**src/rtl/raw_capture_pkg.sv**
```systemverilog
`default_nettype none
// ============================================================================
// Module   : raw_capture_pkg
// Purpose  : Shared definitions for the RAW capture front-end: the capture
//            FSM state encoding, the pixel width and the coordinate width.
// Ports    : none (package)
// Revision : 1.0 - initial release
// ============================================================================
package raw_capture_pkg;

  localparam int PIX_W   = 12;   // sensor RAW bus width
  localparam int COORD_W = 11;   // column / row counter width

  typedef enum logic [1:0] {
    ST_IDLE     = 2'd0,
    ST_ARMED    = 2'd1,
    ST_CAPTURE  = 2'd2,
    ST_STOPPING = 2'd3
  } cap_state_t;

endpackage : raw_capture_pkg
`default_nettype wire

```
**src/rtl/raw_capture_xy_cnt.sv**
```systemverilog
`default_nettype none
// ============================================================================
// Module   : raw_capture_xy_cnt
// Purpose  : Column/row counter for captured pixels. Advances after every
//            emitted pixel, wraps the column at COLUMN_WIDTH-1, and closes a
//            short line when line-valid falls before the column wrapped.
// Ports    : iCLK, iRST (async, active-low)
//            clear     - zero both coordinates (frame start / frame end)
//            pixel     - a pixel is currently being emitted at (x, y)
//            line_end  - falling edge of line-valid inside an active frame
//            x, y      - coordinates of the pixel currently emitted
// Revision : 1.0 - initial release
// ============================================================================
module raw_capture_xy_cnt
  import raw_capture_pkg::*;
#(
  parameter int COLUMN_WIDTH = 1280
) (
  input  logic               iCLK,
  input  logic               iRST,
  input  logic               clear,
  input  logic               pixel,
  input  logic               line_end,
  output logic [COORD_W-1:0] x,
  output logic [COORD_W-1:0] y
);

  localparam logic [COORD_W-1:0] X_LAST = COORD_W'(COLUMN_WIDTH - 1);

  always_ff @(posedge iCLK or negedge iRST) begin
    if (!iRST) begin
      x <= '0;
      y <= '0;
    end else if (clear) begin
      x <= '0;
      y <= '0;
    end else if (pixel) begin
      // The line-end pulse coincides with the last pixel of the line, so a
      // full-width line and a short line both advance the row exactly once.
      if (x == X_LAST || line_end) begin
        x <= '0;
        y <= y + COORD_W'(1);
      end else begin
        x <= x + COORD_W'(1);
      end
    end else if (line_end && x != '0) begin
      x <= '0;
      y <= y + COORD_W'(1);
    end
  end

endmodule : raw_capture_xy_cnt
`default_nettype wire

```
**src/rtl/raw_capture.sv**
```systemverilog
`default_nettype none
// ============================================================================
// Module   : raw_capture
// Purpose  : Capture stage ahead of the Bayer-to-RGB converter. Registers the
//            sensor RAW bus and strobes, gates capture to whole frames under
//            start/stop control, and emits pixel-valid, coordinates and a
//            frame count.
// Ports    : iCLK, iRST (async, active-low)
//            iDATA/iFVAL/iLVAL  - sensor RAW pixel, frame valid, line valid
//            iSTART/iEND        - capture enable / stop requests
//            oDATA/oDVAL        - captured pixel and its valid strobe
//            oX_Cont/oY_Cont    - coordinates of the pixel on oDATA
//            oFrame_Cont        - frames captured since reset
//            oBUSY              - FSM is not idle
// Revision : 1.0 - initial release
// ============================================================================
module raw_capture
  import raw_capture_pkg::*;
#(
  parameter int COLUMN_WIDTH = 1280,
  parameter int FRAME_CNT_W  = 32
) (
  input  logic                   iCLK,
  input  logic                   iRST,
  input  logic [PIX_W-1:0]       iDATA,
  input  logic                   iFVAL,
  input  logic                   iLVAL,
  input  logic                   iSTART,
  input  logic                   iEND,
  output logic [PIX_W-1:0]       oDATA,
  output logic                   oDVAL,
  output logic [COORD_W-1:0]     oX_Cont,
  output logic [COORD_W-1:0]     oY_Cont,
  output logic [FRAME_CNT_W-1:0] oFrame_Cont,
  output logic                   oBUSY
);

  // Stage-1 input registers and previous strobe values for edge detection
  logic [PIX_W-1:0] data_s1;
  logic             fval_s1, lval_s1, fval_d, lval_d;

  cap_state_t state, state_nxt;
  logic       frame_active, active_nxt, cnt_inc;

  logic fval_rise, fval_fall, line_end, pix_valid;

  assign fval_rise = fval_s1 & ~fval_d;
  assign fval_fall = ~fval_s1 & fval_d;
  // Line valid while frame valid is low never reaches the counters.
  assign line_end  = lval_d & ~lval_s1 & fval_s1 & frame_active;
  // Uses the next activity value so a line starting in the very cycle the
  // frame rise is seen still delivers its first pixel.
  assign pix_valid = lval_s1 & fval_s1 & active_nxt;
  assign oBUSY     = (state != ST_IDLE);

  always_ff @(posedge iCLK or negedge iRST) begin
    if (!iRST) begin
      data_s1 <= '0;
      fval_s1 <= 1'b0;
      lval_s1 <= 1'b0;
      fval_d  <= 1'b0;
      lval_d  <= 1'b0;
    end else begin
      data_s1 <= iDATA;
      fval_s1 <= iFVAL;
      lval_s1 <= iLVAL;
      fval_d  <= fval_s1;
      lval_d  <= lval_s1;
    end
  end

  always_ff @(posedge iCLK or negedge iRST) begin
    if (!iRST) begin
      state        <= ST_IDLE;
      frame_active <= 1'b0;
      oDATA        <= '0;
      oDVAL        <= 1'b0;
      oFrame_Cont  <= '0;
    end else begin
      state        <= state_nxt;
      frame_active <= active_nxt;
      oDATA        <= data_s1;
      oDVAL        <= pix_valid;
      if (cnt_inc) begin
        oFrame_Cont <= oFrame_Cont + FRAME_CNT_W'(1);
      end
    end
  end

  always_comb begin
    state_nxt  = state;
    active_nxt = frame_active;
    cnt_inc    = 1'b0;
    case (state)
      ST_IDLE: begin
        // A simultaneous stop request cancels the start.
        if (iSTART && !iEND) begin
          state_nxt = ST_ARMED;
        end
      end
      ST_ARMED: begin
        if (iEND) begin
          state_nxt = ST_IDLE;
        end else if (fval_rise) begin
          state_nxt  = ST_CAPTURE;
          active_nxt = 1'b1;
          cnt_inc    = 1'b1;
        end
      end
      ST_CAPTURE: begin
        if (fval_fall) begin
          active_nxt = 1'b0;
          if (iEND) begin
            state_nxt = ST_IDLE;
          end
        end else if (fval_rise) begin
          active_nxt = 1'b1;
          cnt_inc    = 1'b1;
          if (iEND) begin
            state_nxt = ST_STOPPING;
          end
        end else if (iEND) begin
          // Between frames there is nothing left to finish.
          state_nxt = frame_active ? ST_STOPPING : ST_IDLE;
        end
      end
      ST_STOPPING: begin
        if (fval_fall) begin
          active_nxt = 1'b0;
          state_nxt  = ST_IDLE;
        end
      end
      default: begin
        state_nxt  = ST_IDLE;
        active_nxt = 1'b0;
      end
    endcase
  end

  raw_capture_xy_cnt #(
    .COLUMN_WIDTH (COLUMN_WIDTH)
  ) u_xy_cnt (
    .iCLK     (iCLK),
    .iRST     (iRST),
    .clear    (fval_rise | fval_fall),
    .pixel    (oDVAL),
    .line_end (line_end),
    .x        (oX_Cont),
    .y        (oY_Cont)
  );

endmodule : raw_capture
`default_nettype wire

```
**config.mk**
```make
export PLATFORM = sky130hd
export DESIGN_NAME = raw_capture
export DESIGN_NICKNAME = d
export VERILOG_FILES = /design/src/rtl/raw_capture_pkg.sv /design/src/rtl/raw_capture_xy_cnt.sv /design/src/rtl/raw_capture.sv
export SDC_FILE = /design/constraint.sdc
export NUM_CORES = 1
export LEC_CHECK = 0
export CAP_MARGIN = 0
export CORE_ASPECT_RATIO = 1.1
export CORE_UTILIZATION = 50
export CTS_BUF_LIST = sky130_fd_sc_hd__clkbuf_4
export CTS_CLUSTER_SIZE = 12
export DETAILED_ROUTE_END_ITERATION = 10
export PLACE_DENSITY = 0.8
export REMOVE_ABC_BUFFERS = 1
export SLEW_MARGIN = 0
export SYNTH_ARGS = -nofsm -noshare
export SYNTH_HDL_FRONTEND = slang
export SYNTH_SLANG_ARGS = --single-unit
```
**constraint.sdc**
```tcl
create_clock -name iCLK -period 2.7 [get_ports iCLK]
set_input_delay 0.405 -clock iCLK [delete_from_list [all_inputs] [get_ports iCLK]]
set_output_delay 0.405 -clock iCLK [all_outputs]
set_load 0.02 [all_outputs]
```
==> summary.txt <==
Clocking
  • CTS tree: done
  • Reg clk slew, reported paths: 150 ps
  • Clock Path Buffers: 2
  • CTS sink count: 86
  • H-Tree Depth: 3
  • Cts bufs inserted: 9
  • # resized after CTS: 0
  • CTS Root Cell: clkbuf_4
  • Clock latency on the worst-skew pair: 440 ps

Cells and area
  • # diodes: 0
  • Nets@finish: 455
  • Area delta synth->final: 29.1%
  • Layout cells sized above 1: 6.74%

Worst setup path
  • Critical path arrival: 1800 ps
  • Worst Path Max Fanout: 4
  • Required @ worst endpoint: 2300 ps
  • Sequence of cells on the critical path: inv_1 > ha_1 > inv_1 > clkdlybuf4s50_1
  • Crit-path max cell delay: 590 ps
  • Setup CP Type: reg2out
  • R2R Path End: oFrame_Cont[24]
  • CP Capture Type: output pin
  • CP most frequent cell: inv_1
  • Slowest cell on the critical path: clkdlybuf4s50_1
  • R2R depth: 7
  • FF-to-FF Start: state[1]
  • Reg2reg setup slack: 490 ps
  • Critical path launch point type: register

STA
  • Fin. max-slew vios: 0
  • Fin Hold WS: 369 ps
  • Fmax: 453 MHz
  • Worst-Margin Slew: 537 ps
  • # setup viols final: 0
  • RSZ-0062 raised after global routing: false
  • Setup TNS: 0 ps
  • Setup Skew: 22.5 ps
  • Slew HR: 64.0%
  • Min Tclk post-route: 2210 ps
  • Final Hold Fails: 0
  • Crit share post-route: 81.8%

Run
  • Max-cap violations: 0

Die
  • IO Pins: 86
  • Initial Util: 52.6%
  • Core box area: 7130 um^2
  • Die X: 84.6 um
  • Full die area: 7850 um^2
  • Die Ht: 92.8 um
  • Num rows: 32

GRT
  • Initial antenna violation count: 0
  • GRT overflow: 0
  • First-pass GRT wire length: 12,800 um
  • Vias in the first global route: 2,719
  • Tot GR Track Use: 20.8%
  • Largest net degree at the start of global routing: 87

Pwr
  • Lkg Pwr: 2.13 nW
  • Pwr/cell area: 533 nW/um^2
  • Switching share of total power: 31.7%
  • Sw Pwr: 0.000817 W
  • Clock share of power: 27.8%
  • Power, Total: 0.00258 W
  • Pint: 0.00176 W
  • Peak supply drop: 0.000401 V
  • Logic gate share of total power: 17.0%
  • Reg power frac: 55.2%

Logic synthesis
  • YS warnings: 0
  • Main flop type after synthesis: dfrtp_1
  • Sequential share of the synthesized area: 57.4%
  • Ys async rst share: 100%
  • EDFF count, synth: 0
  • Post-Syn Area: 3750 um^2
  • Gate Count Post-Synth: 330
  • Distinct cells, synth: 48
  • Yosys reg bits: 86
  • Avg Cell Area, Syn: 11.4 um^2

Worst hold path
  • Hold_sp: data_s1[1]
  • Cell count of the worst hold path: 0
  • Hold-critical path endpoint: oDATA[1]
  • Hold Path Class: reg2reg

Drt
  • Drt pass-1 iters: 7
  • Via count of the routed design: 2,827
  • Initial DRC count: 119
  • Avg WL per Cell: 15.1 um
  • Detailed Route WL: 7790 um
  • DRC: 12
  • Post-route ant nets: 0
  • Via-per-instance ratio: 5.49

Run status
  • Status: finished with violations
  • Failing checks: design-rule violations

Placed design
  • Post-detail-place hpwl: 5320 um
  • Placer Congestion: 0.824
  • PortBufs: 85
-- what timing repair did --
| action | in CTS | in global routing |
|---|---|---|
| hold endpoints to repair | 46 | 0 |
| hold buffers | 1 | 0 |
| buffers inserted | 0 | 0 |
-- critical path: cells and delay by family, from the launching register on --
kind	cells	cell delay, ps
adder cells (fa/ha/maj)	1	220
buffers and inverters	3	740
flip-flops	1	410
-- cells by family after synthesis --
logic type / share of synthesized area [%]
AO/OA/AOI/OAI: 9.71
XOR/XNOR: 7.71
buffers and inverters: 2.50
flip-flops: 57.4
adder cells (fa/ha/maj): 4.01
multiplexers: 0.834
AND/OR/NAND/NOR: 17.8
-- metrics by stage --
step | utilization, % | std cells | instance area (um^2) | setup WS [ps]
floorplan | - | 325 | 3710 | 552
global placement | 65.9 | 498 | 4700 | 370
detailed placement | 65.9 | 498 | 4700 | 332
CTS | 67.9 | 515 | 4840 | 478
global route | 67.9 | 515 | 4840 | 222
finish | 67.9 | 515 | 4840 | 491
-- power by group through the flow --
stage          sequential, W  combinational (W)  clock (W)
2_1_floorplan        0.00147           0.000203          0
3_3_place_gp         0.00144           0.000427          0
3_5_place_dp         0.00145           0.000438          0
4_1_cts              0.00142           0.000442   0.000737
5_1_grt              0.00144           0.000485   0.000783
6_report             0.00142           0.000439   0.000717
-- area by class of cell --
type	count	area, um^2
timing repair buffer	89	893
clock inverter	7	63.8
clock buffer	9	67.6
inverter	14	52.6
multi-input combinational	225	1500
fill	545	2290
sequential	86	2150
tap	85	106
-- synth_stat cells, types with 3 or more instances --
cell / instances / share of area [%]
nand2b_1: 3 / 0.50
nand4_1: 13 / 2.2
nand3_1: 18 / 2.4
nor2_1: 21 / 2.1
o21ai_1: 3 / 0.40
a21oi_1: 9 / 1.2
xor2_1: 17 / 4.0
dfrtp_1: 86 / 57
nand2_1: 25 / 2.5
or3_1: 3 / 0.50
o21ai_0: 22 / 2.9
xnor2_1: 16 / 3.7
o31ai_1: 6 / 1.2
nor3_1: 6 / 0.80
and2_1: 3 / 0.50
and3_1: 13 / 2.2
ha_1: 12 / 4.0
and4_1: 5 / 1.2
buf_2: 3 / 0.40
inv_1: 14 / 1.4
-- how the worst max path moves through the flow --
stage,startpoint,endpoint,slack (ps),depth (start not counted)
after floorplan,state[1],oFrame_Cont[17],550,7
after global placement,iEND,oFrame_Cont[17],370,6
after detailed placement,iEND,oFrame_Cont[24],330,6
after CTS,state[1],oFrame_Cont[24],480,7
after global routing,fval_s1,u_xy_cnt.x[4],220,6
final,state[0],oBUSY,490,4
-- layout by cell type (no fill, tap or decap), types with 14 or more instances in the layout --
master | Yosys | routed
dfrtp_1 | 86 | 86
clkdlybuf4s50_1 | 0 | 84
nand2_1 | 25 | 25
o21ai_0 | 22 | 22
nor2_1 | 21 | 21
nand3_1 | 18 | 18
xor2_1 | 17 | 17
xnor2_1 | 16 | 16
inv_1 | 14 | 14
-- routing by layer --
| layer | GRT usage, % | vias to the layer above | share of wire, % |
|---|---|---|---|
| li1 | - | 1351 | - |
| met1 | 26.4 | 1389 | 45 |
| met2 | 36.1 | 78 | 50 |
| met3 | 3.48 | 9 | 4.1 |
| met4 | 7.63 | 0 | 1.5 |
| met5 | 0 | - | 0 |
-- registers in the layout (all words and copies together) (netlist names), 2 cells and up --
name         flops
state            2
data_s1         12
u_xy_cnt.y      11
u_xy_cnt.x      11
oDATA           12
oFrame_Cont     32
(Power assumes the default switching activity.)
